<file path="src/rtl/fifo_rd_upsizer_pkg.sv">
// Shared defaults for the FIFO read-side upsizer and its upstream FIFO.
package fifo_rd_upsizer_pkg;

   // Default upstream word width and packing ratio.
   localparam int DEF_IN_DWIDTH = 32;
   localparam int DEF_RATIO     = 2;

   // Default upstream FIFO depth.
   localparam int DEF_FIFO_DEPTH = 3;

endpackage

</file>
<file path="src/rtl/fifo_rd_upsizer.sv">
// Read-side width upsizer: pops RATIO narrow words from a show-ahead FIFO
// and presents them as one wide beat with a valid/ready handshake. A flush
// emits a partially filled beat with zeroed unused slots.
module fifo_rd_upsizer
   import fifo_rd_upsizer_pkg::*;
#(
   parameter int IN_DWIDTH = DEF_IN_DWIDTH,
   parameter int RATIO     = DEF_RATIO
) (
   input  logic                                   i_clk,
   input  logic                                   i_rst,
   input  logic                                   i_fifo_empty,
   input  logic [IN_DWIDTH-1:0]                   i_fifo_rdata,
   output logic                                   o_fifo_pop,
   input  logic                                   i_flush,
   output logic                                   o_valid,
   input  logic                                   i_ready,
   output logic [IN_DWIDTH*RATIO-1:0]             o_data,
   output logic [$clog2(RATIO+1)-1:0]             o_nwords
);

   localparam int OUT_DWIDTH = IN_DWIDTH * RATIO;
   localparam int CNTW       = $clog2(RATIO + 1);

   typedef enum logic {
      FILL = 1'b0,
      OUT  = 1'b1
   } state_t;

   typedef logic [CNTW-1:0] count_t;

   state_t               state_reg;
   state_t               state_next;
   count_t               count_reg;
   count_t               count_next;
   count_t               count_after;
   count_t               nwords_reg;
   count_t               nwords_next;
   count_t               load_slot;
   logic                 load;
   logic                 clear;
   logic                 pop;
   logic [IN_DWIDTH-1:0] acc_reg [RATIO];

   // Pack the slot array into the wide beat, slot k at word position k.
   for (genvar gi = 0; gi < RATIO; gi++) begin : g_pack
      assign o_data[gi*IN_DWIDTH +: IN_DWIDTH] = acc_reg[gi];
   end

   assign o_fifo_pop = pop;
   assign o_valid    = (state_reg == OUT);
   assign o_nwords   = nwords_reg;

   // Pop decision, next-state and slot-write controls. In OUT a pop is only
   // taken alongside a handshake so the popped word seeds the next beat.
   always_comb begin
      state_next  = state_reg;
      count_next  = count_reg;
      nwords_next = nwords_reg;
      load        = 1'b0;
      load_slot   = '0;
      clear       = 1'b0;
      pop         = !i_fifo_empty && !i_rst && ((state_reg == FILL) || i_ready);
      count_after = count_reg + count_t'(pop);
      case (state_reg)
         FILL: begin
            if (pop) begin
               load      = 1'b1;
               load_slot = count_reg;
            end
            count_next = count_after;
            if (count_after == count_t'(RATIO)) begin
               state_next  = OUT;
               nwords_next = count_after;
            end else if (i_flush && (count_after != '0)) begin
               state_next  = OUT;
               nwords_next = count_after;
            end
         end
         OUT: begin
            if (i_ready) begin
               state_next  = FILL;
               nwords_next = '0;
               clear       = 1'b1;
               if (pop) begin
                  load       = 1'b1;
                  load_slot  = '0;
                  count_next = count_t'(1);
               end else begin
                  count_next = '0;
               end
            end
         end
         default: begin
            state_next = FILL;
         end
      endcase
   end

   // State, counters and accumulator slots. A clear wipes every slot when a
   // beat leaves, and a same-cycle load then overwrites slot 0.
   always_ff @(posedge i_clk) begin
      if (i_rst) begin
         state_reg  <= FILL;
         count_reg  <= '0;
         nwords_reg <= '0;
         for (int i = 0; i < RATIO; i++) begin
            acc_reg[i] <= '0;
         end
      end else begin
         state_reg  <= state_next;
         count_reg  <= count_next;
         nwords_reg <= nwords_next;
         for (int i = 0; i < RATIO; i++) begin
            if (load && (load_slot == count_t'(i))) begin
               acc_reg[i] <= i_fifo_rdata;
            end else if (clear) begin
               acc_reg[i] <= '0;
            end
         end
      end
   end

endmodule
</file>
<file path="config.mk">
export PLATFORM = sky130hd
export DESIGN_NAME = fifo_rd_upsizer
export DESIGN_NICKNAME = d
export VERILOG_FILES = /design/src/rtl/fifo_rd_upsizer_pkg.sv /design/src/rtl/fifo_rd_upsizer.sv
export SDC_FILE = /design/constraint.sdc
export NUM_CORES = 1
export LEC_CHECK = 0
export BUFFER_PORTS_ARGS = -buffer_cell sky130_fd_sc_hd__buf_2
export CAP_MARGIN = 20
export CORE_MARGIN = 2
export CORE_UTILIZATION = 40
export CTS_BUF_LIST = sky130_fd_sc_hd__clkbuf_4
export CTS_CLUSTER_DIAMETER = 120
export DETAILED_ROUTE_END_ITERATION = 7
export PLACE_DENSITY = 0.73
export SETUP_SLACK_MARGIN = 0.1
export SYNTH_ARGS = -nofsm -noshare
export SYNTH_HDL_FRONTEND = slang
export SYNTH_SLANG_ARGS = --single-unit
export TNS_END_PERCENT = 10
</file>
<file path="constraint.sdc">
create_clock -name i_clk -period 15.17 [get_ports i_clk]
set_clock_uncertainty 0.1 [all_clocks]
set_input_delay 1.517 -clock i_clk [delete_from_list [all_inputs] [get_ports i_clk]]
set_output_delay 1.517 -clock i_clk [all_outputs]
set_load 0.01 [all_outputs]
</file>
# Word level (Yosys, flattened, before mapping)
# Memory sizes are Yosys's and may differ from the RTL's.
# Index checks and enable logic that the tools add are counted.
op_classes:
  n_addsub: 1
  eq_ne: 4
  n_mux: 37
  bitwise_logic: 5
  n_reduce_logical: 11
ops:
  columns: ["cell", "count"]
  rows:
  - ["$mux 32", 4]
  - ["$mux 1", 23]
  - ["$pmux 2 s2", 3]
  - ["$mux 2", 5]
  - ["$logic_and 1x1->1", 5]
  - ["$or 1x1->1", 4]
  - ["$pmux 1 s2", 2]
  - ["$ne 3x1->1 const B", 1]
  - ["$add 2x1->2", 1]
  - ["$eq 2x1->1 const B", 1]
  - ["$eq 2x2->1 const B", 1]
  - ["$logic_not 1->1", 2]
  - ["$logic_not 2->1", 1]
  - ["$ne 2x2->1 const B", 1]
  - ["$reduce_and 2->1", 1]
  - ["$reduce_bool 2->1", 1]
  - ["$logic_or 1x1->1", 1]
  - ["$not 1->1", 1]
totals:
  regBits: 5
  ramBits: 64
  input_bits: 37
  output_inout_bits: 68
  elab_cells: 62
  memories: 1
memory_table:
  columns: ["name", "words", "word_bits", "rd", "rd_clocked_by_memory_dff", "wr", "line", "text"]
  rows:
  - ["acc_reg", 2, 32, 2, 0, 2, "fifo_rd_upsizer.sv:43", "logic [IN_DWIDTH-1:0] acc_reg [RATIO];"]

# Longest topological paths before layout
# Gate-level depths: netlist (run 1).
depth:
  ltp_word: 12
  mapped_depth: 8
  depth_no_buf: 6

# Worst setup path after synthesis (run 1)
# OpenSTA, ideal clock, no wires.
synth_timing:
  kind: "input to register"
  start: "input i_rst"
  end: "memory acc_reg[0][0] (netlist name), enable pin"
  setup_ns: 0.511
  arrival_ns: 5.505
  required_ns: 14.559
  slack_ns: 9.054
  path_stages: 6
  path_buffers: 1
  cell_sequence: "buf_2 -> nor3_1 -> ha_1 -> nor2_1 -> nor2_1 -> o41ai_1"
synth_rtl:
  columns: ["element", "line", "text"]
  rows:
  - ["from (decl)", "fifo_rd_upsizer.sv:11", "input logic i_rst,"]
  - ["to (decl)", "fifo_rd_upsizer.sv:43", null]

# Worst setup path after layout (run 1)
layout_timing:
  start: "input i_ready"
  end: "output o_fifo_pop"
layout_via:
  elab_chain_len: 2
layout_rtl:
  columns: ["element", "line", "text"]
  rows:
  - ["from (decl)", "fifo_rd_upsizer.sv:17", "input logic i_ready,"]
  - ["$logic_or 1x1->1", "fifo_rd_upsizer.sv:63", "pop = !i_fifo_empty && !i_rst && ((state_reg == FILL) || i_ready);"]
  - ["$logic_and 1x1->1", "fifo_rd_upsizer.sv:63", null]
  - ["to (decl)", "fifo_rd_upsizer.sv:14", "output logic o_fifo_pop,"]
# Every way passes these cells.

==> summary.txt, run 1 <==
Global routing
  – Overflow after GRT: 0
  – Vias in the first global route: 1924
  – Pin count of the biggest net entering global routing: 33
  – Initial antenna violation count: 0
  – Overall routing resource usage: 17.0%
  – First-pass GRT wire length: 9350 µm

Worst setup path
  – Slowest cell on crit path: nor2b_1
  – Arr. time, crit path: 2.15 ns
  – Max Fanout on Critical Path: 5
  – Cell chain of the critical path: buf_2, nor2b_1, nor3_1, buf_2
  – Worst EP required: 13.55 ns
  – Critical Path Start Type: input pin
  – Buf/Inv on CP: 2
  – Crit-path most repeated cell: buf_2
  – Setup crit end kind: primary output
  – Critical path type: input pin to primary output
  – CP top delay family: simple AND/OR/NAND/NOR gates
  – Max incr delay on CP: 0.25 ns

Pwr
  – Max rail drop VDD: 80.7 µV
  – Pwr Density: 119 nW/µm²
  – Reg power frac: 53.5%
  – Leakage: 1.81 nW
  – Psw: 0.106 mW
  – Clock network power share: 32.6%
  – Combinational Power Share: 13.9%
  – P_int: 0.300 mW
  – Overall power: 0.406 mW
  – Switching share of power: 26.1%

Timing
  – Max Slew Vio Count: 0
  – Fmax: 265 MHz
  – Count of final hold-check violations: 0
  – WHS: 0.360 ns
  – Slew @ Worst Pin: 0.944 ns
  – RSZ-0062 raised after global routing: no
  – Slew Limit Headroom: 37.0%
  – Sum Neg Setup Slack: 0 ns
  – Tmin final: 3.77 ns
  – Setup violations, final: 0
  – Share of the clock period used by the worst path: 24.9%

Clock network
  – CTS Buffer Depth: 2
  – Post-CTS sizing: 0
  – Worst-Skew Late Latency: 0.41 ns
  – H-tree depth: 3
  – Cts bufs inserted: 9
  – CTS sink cnt: 69
  – Root buf cell: clkbuf_4
  – Post-CTS Setup Bufs: 0
  – CTS tree: built
  – CTS hold repair buffers: 0
  – Clock slew seen by the registers of the worst setup and hold paths: 0.11 ns

Finish
  – # nets final: 368
  – Filler cells: 578
  – Share of cells above drive strength 1: 37.6%
  – Max reg flops: 64
  – # diodes: 0
  – Final Instance Area: 3410 µm²
  – Syn-to-layout area delta: 28.1%
  – Register area: 1700 µm²
  – Area of the multi-input gates: 815 µm²

Floorplanning
  – Starting Density: 41.6%
  – DIE WIDTH: 85.5 µm
  – Cell Rows: 29
  – Core region area: 6390 µm²
  – Die Span Y: 85.5 µm
  – Full die area: 7320 µm²
  – Boundary Pins: 105

Synth
  – Post-synthesis net count: 261
  – Number of synthesized register bits: 69
  – Mapped Cells: 223
  – Seq/Total Area, Yosys: 64.0%
  – Warnings, synthesis: 0
  – Number of synthesized flops with an enable pin: 32
  – Post-synth top area share: 36.1%
  – Syn_area_per_cell: 11.9 µm²
  – Asr flop ratio synth: 0%
  – Cell variety after synth: 27
  – Top_reg_cell synth: dfxtp_1
  – Cell area after synthesis: 2660 µm²
  – Largest area contributor in the netlist: edfxtp_1
  – Cell with the most instances after synthesis: dfxtp_1
  – List of most frequent post-synthesis cells: dfxtp_1 (37), and2_1 (33), edfxtp_1 (32)
  – Synth top area cells: edfxtp_1 (36%), dfxtp_1 (28%), mux2i_1 (8.7%), and2_1 (7.8%), inv_1 (3.8%)

Drt
  – DRC viols: 0
  – Via count: 1954
  – First DRT Iteration DRCs: 93
  – Detailed Route WL: 5850 µm
  – Vias per inst: 4.74
  – Drt pass-1 iters: 4
  – Metal2 WL: 2860 µm
  – Mean routed wirelength per cell: 14.2 µm
  – Met3 Wirelength: 291 µm
  – Antenna Nets Post-Route: 0
  – Metal-1 WL: 2530 µm
  – Max Used Layer: met4

Place
  – DP HPWL: 4080 µm
  – Port Buf Inserts: 104
  – Placed Area: 3250 µm²
  – Final Wtd Congestion: 0.755

Min path
  – Worst min path class: register to register

Status
  – Status: completed

Flow run
  – # Max-Cap Violations: 0
-- metrics by stage --
step | util [%] | setup slack [ns] | instances
after floorplan | - | 9.05 | 223
after global placement | 50.9 | 11.42 | 396
after detailed placement | 50.9 | 11.42 | 396
after CTS | 53.4 | 11.41 | 412
after global routing | 53.4 | 11.37 | 412
final | 53.4 | 11.40 | 412
-- cell families (layout without fill, tap and decap cells) --
group | after synthesis | in the layout | share of synthesized area, %
adders and majority gates | 1 | 1 | 0.471
buffers and inverters | 37 | 149 | 5.98
DFF | 69 | 69 | 64.0
AOI/OAI and AO/OA | 21 | 21 | 6.21
and+or+nand+nor | 71 | 71 | 14.4
muxes | 23 | 23 | 8.66
xor gates and xnor gates | 1 | 1 | 0.329
-- power by group through the flow --
stage	sequential [mW]	clock [mW]	combinational, mW
finish	0.217	0.132	0.0564
global route	0.219	0.144	0.0622
CTS	0.218	0.137	0.0574
detailed placement	0.222	0	0.0574
global placement	0.221	0	0.0564
floorplan	0.229	0	0.0243
-- cell type report --
cell class,count,share of cell area [%]
Clock buffer,9,1.98
Clock inverter,7,2.64
Inverter,27,2.97
Multi-Input combinational cell,117,23.9
Sequential cell,69,49.9
Tap cell,77,2.83
Timing Repair Buffer,106,15.7
-- layout by cell type, fill, tap and decap left out, drive strengths merged, types with 4 or more instances in the layout --
cell | Yosys | final
edfxtp | 32 | 32
clkbuf | 3 | 9
nand2 | 25 | 25
nor2 | 5 | 5
buf | 7 | 106
dfxtp | 37 | 37
clkinv | 0 | 4
a22o | 9 | 9
and2 | 33 | 33
inv | 27 | 27
mux2i | 23 | 23
-- metal layers --
metal	GRT usage, %	up-vias
met5	0	-
met4	9.67	0
met3	3.56	14
met2	27.6	67
met1	21.0	914
li1	-	959
-- worst paths after layout --
path / end / slack [ns] / depth (start not counted) / startpoint
worst max-delay path: o_fifo_pop / 11.40 / 4 / i_ready
worst min-delay path: acc_reg[1][11] / 0.36 / 2 / acc_reg[1][11]
worst max register to register: acc_reg[0][10] / 12.67 / 7 / o_valid
worst min register to register: acc_reg[1][11] / 0.36 / 2 / acc_reg[1][11]
-- tightest hold or removal path, cell delays in order, from the launching register on --
cell and delay (ns):
dfxtp_1 0.32, nand2_1 0.05, mux2i_1 0.05
Note: power is estimated with default switching activity, not from simulation.
==> run 2, diff against run 1 <==
- PLACE_DENSITY: 0.73 -> 0.75
- clock period: 15.17 -> 3.1 ns (I/O delays scaled with it)
==> summary.txt, run 2 (synthesis gave the netlist of run 1 again) <==
Pwr
  – Switching share of power: 26.5% (+0.37 points)
  – Pwr Density: 529 nW/µm² (+340%)
  – Clock network power share: 24.4% (-8.2 points)
  – Combinational Power Share: 15.7% (+1.8 points)
  – Reg power frac: 59.9% (+6.4 points)
  – P_int: 1.31 mW (+340%)
  – Psw: 0.471 mW (+340%)
  – Leakage: 1.78 nW (-1.4%)
  – Max rail drop VDD: 238 µV (+190%)

Place
  – Post-Place Cells: 396 (unchanged)
  – Final Wtd Congestion: 0.845 (+12%)
  – DP HPWL: 3950 µm (-3.2%)
  – Port Buf Inserts: 104 (unchanged)
  – Pre-CTS setup slack: 0.593 ns (-10.82 ns)

Clock network
  – Worst-Skew Late Latency: 0.37 ns (-0.04 ns)
  – Root buf cell: clkbuf_4
  – CTS Buffer Depth: 2 (unchanged)
  – H-tree depth: 3 (unchanged)
  – Cts bufs inserted: 9 (unchanged)
  – CTS hold repair buffers: 0 (unchanged)
  – Post-CTS Setup Bufs: 0 (unchanged)
  – CTS sink cnt: 69 (unchanged)
  – CTS tree: built
  – Post-CTS sizing: 0 (unchanged)
  – Clock slew seen by the registers of the worst setup and hold paths: 0.10 ns (about the same)

Min path
  – Min-delay src: i_fifo_rdata[20]
  – WHS Endpoint: acc_reg[1][20]
  – Worst Hold Depth: 2 (unchanged)
  – Worst min path class: input pin to register

Timing
  – Tmin final: 2.51 ns
  – Share of the clock period used by the worst path: 81.0%
  – Worst setup margin: 0.590 ns (-10.81 ns)
  – RSZ-0062 raised after global routing: no
  – Max Slew Vio Count: 0 (unchanged)
  – Slew @ Worst Pin: 0.876 ns (-0.0680 ns)
  – Fmax: 398 MHz
  – Slew Limit Headroom: 41.6% (+4.5 points)
  – Setup violations, final: 0 (unchanged)
  – Count of final hold-check violations: 0 (unchanged)
  – Sum Neg Setup Slack: 0 ns (unchanged)

Finish
  – # diodes: 0 (unchanged)
  – Share of cells above drive strength 1: 36.5% (-1.1 points)
  – Most frequent cells in the layout: buf_2 (104), dfxtp_1 (37), and2_1 (33), edfxtp_1 (32), inv_1 (27)
  – # nets final: 368 (unchanged)
  – Max reg flops: 64 (unchanged)
  – Non-Filler Instances: 411 (-0.24%)
  – Commonest non-fill, non-tap cell in the layout: buf_2
  – Area of the multi-input gates: 833 µm² (+2.3%)
  – Syn-to-layout area delta: 26.4%
  – Register area: 1700 µm² (unchanged)
  – Filler cells: 583 (+0.87%)

Worst setup path
  – Cell chain of the critical path: nor2b_4, nor3_1, ha_1, nor2_1, nor2_1, o41ai_4, buf_4
  – Arr. time, crit path: 2.43 ns (+0.28 ns)
  – R2R setup slack: 0.59 ns (-12.08 ns)
  – Max incr delay on CP: 0.51 ns (+0.26 ns)
  – Crit-path most repeated cell: nor2_1
  – Reg2reg path depth: 7 (unchanged)
  – Critical Path Start Type: register
  – Setup crit end kind: register
  – Max Fanout on Critical Path: 32 (+27)
  – Critical path type: register to register
  – Slowest cell on crit path: dfxtp_1
  – CP top delay family: simple AND/OR/NAND/NOR gates
  – Worst reg2reg startpoint: o_valid
  – Worst EP required: 3.02 ns (-10.53 ns)
  – Reg-to-Reg End: acc_reg[0][7]
  – Buf/Inv on CP: 1 (-1)

Drt
  – Drt pass-1 iters: 4 (unchanged)
  – First DRT Iteration DRCs: 61 (-34%)
  – Detailed Route WL: 5450 µm (-7.0%)
  – Vias per inst: 4.59 (-3.2%)
  – Mean routed wirelength per cell: 13.2 µm (-6.7%)
  – Antenna Nets Post-Route: 0 (unchanged)
  – Via count: 1886 (-3.5%)
  – DRC viols: 0 (unchanged)

Floorplanning
  – Boundary Pins: 105 (unchanged)
  – Cell Rows: 29 (unchanged)
  – Die Span Y: 85.5 µm (unchanged)
  – DIE WIDTH: 85.5 µm (unchanged)
  – Full die area: 7320 µm² (unchanged)
  – Core region area: 6390 µm² (unchanged)
  – Starting Density: 41.6% (unchanged)

Global routing
  – Initial antenna violation count: 0 (unchanged)
  – Overflow after GRT: 0 (unchanged)
  – Overall routing resource usage: 15.7% (-1.3 points)
  – First-pass GRT wire length: 8850 µm (-5.4%)
  – Pin count of the biggest net entering global routing: 33 (unchanged)
  – Vias in the first global route: 1866 (-3.0%)

Status
  – Status: completed

Flow run
  – # Max-Cap Violations: 0 (unchanged)
run 2: power by group through the flow:
stage / logic, mW / clock network (mW) / registers, mW
2_1_floorplan: 0.126 / 0 / 1.12
3_3_place_gp: 0.279 / 0 / 1.08
3_5_place_dp: 0.286 / 0 / 1.09
4_1_cts: 0.286 / 0.452 / 1.07
5_1_grt: 0.310 / 0.491 / 1.07
6_report: 0.280 / 0.433 / 1.06
run 2: metrics by stage:
step / power [mW] / utilization [%] / instance area (µm²) / hold slack, ns
finish: 1.78 / 52.6 / 3360 / 0.0619
global route: 1.87 / 52.6 / 3360 / 0.0246
global placement: 1.36 / 51.2 / 3270 / 0.342
detailed placement: 1.37 / 51.2 / 3270 / 0.349
floorplan: 1.24 / - / 2690 / 0.342
CTS: 1.80 / 52.6 / 3360 / 0.0281
run 2: worst register-to-register path, cell delays in order (launching register included):
cell	delay [ns]
dfxtp_1	0.51
nor2b_4	0.27
nor3_1	0.08
ha_1	0.26
nor2_1	0.11
nor2_1	0.07
o41ai_4	0.33
buf_4	0.43
run 2: worst max path at each step:
| stage | start | to | slack [ns] | cells after the start |
|---|---|---|---|---|
| final | o_valid | acc_reg[0][7] | 0.59 | 7 |
| after global routing | o_valid | acc_reg[0][28] | 0.39 | 7 |
| after CTS | o_valid | acc_reg[0][8] | 0.58 | 7 |
| after detailed placement | o_valid | acc_reg[0][5] | 0.59 | 7 |
| after global placement | o_valid | acc_reg[0][7] | 0.70 | 7 |
| after floorplan | o_valid | acc_reg[0][0] | 0.11 | 7 |
run 2: metal layers:
metal  global-route usage, %  vias up  wire (µm)
met5                       0        -          0
met4                    7.79        0         74
met3                    4.43        6        385
met2                    25.1       68       2530
met1                    19.4      848       2450
li1                        -      964          -
run 2: cell type report:
class | instances | share of cell area, %
clock inverter | 5 | 0.558
clock buffer | 10 | 2.23
inverter | 27 | 3.01
timing repair buffer | 106 | 15.9
sequential | 69 | 50.6
tap | 77 | 2.87
multi-input combinational | 117 | 24.8
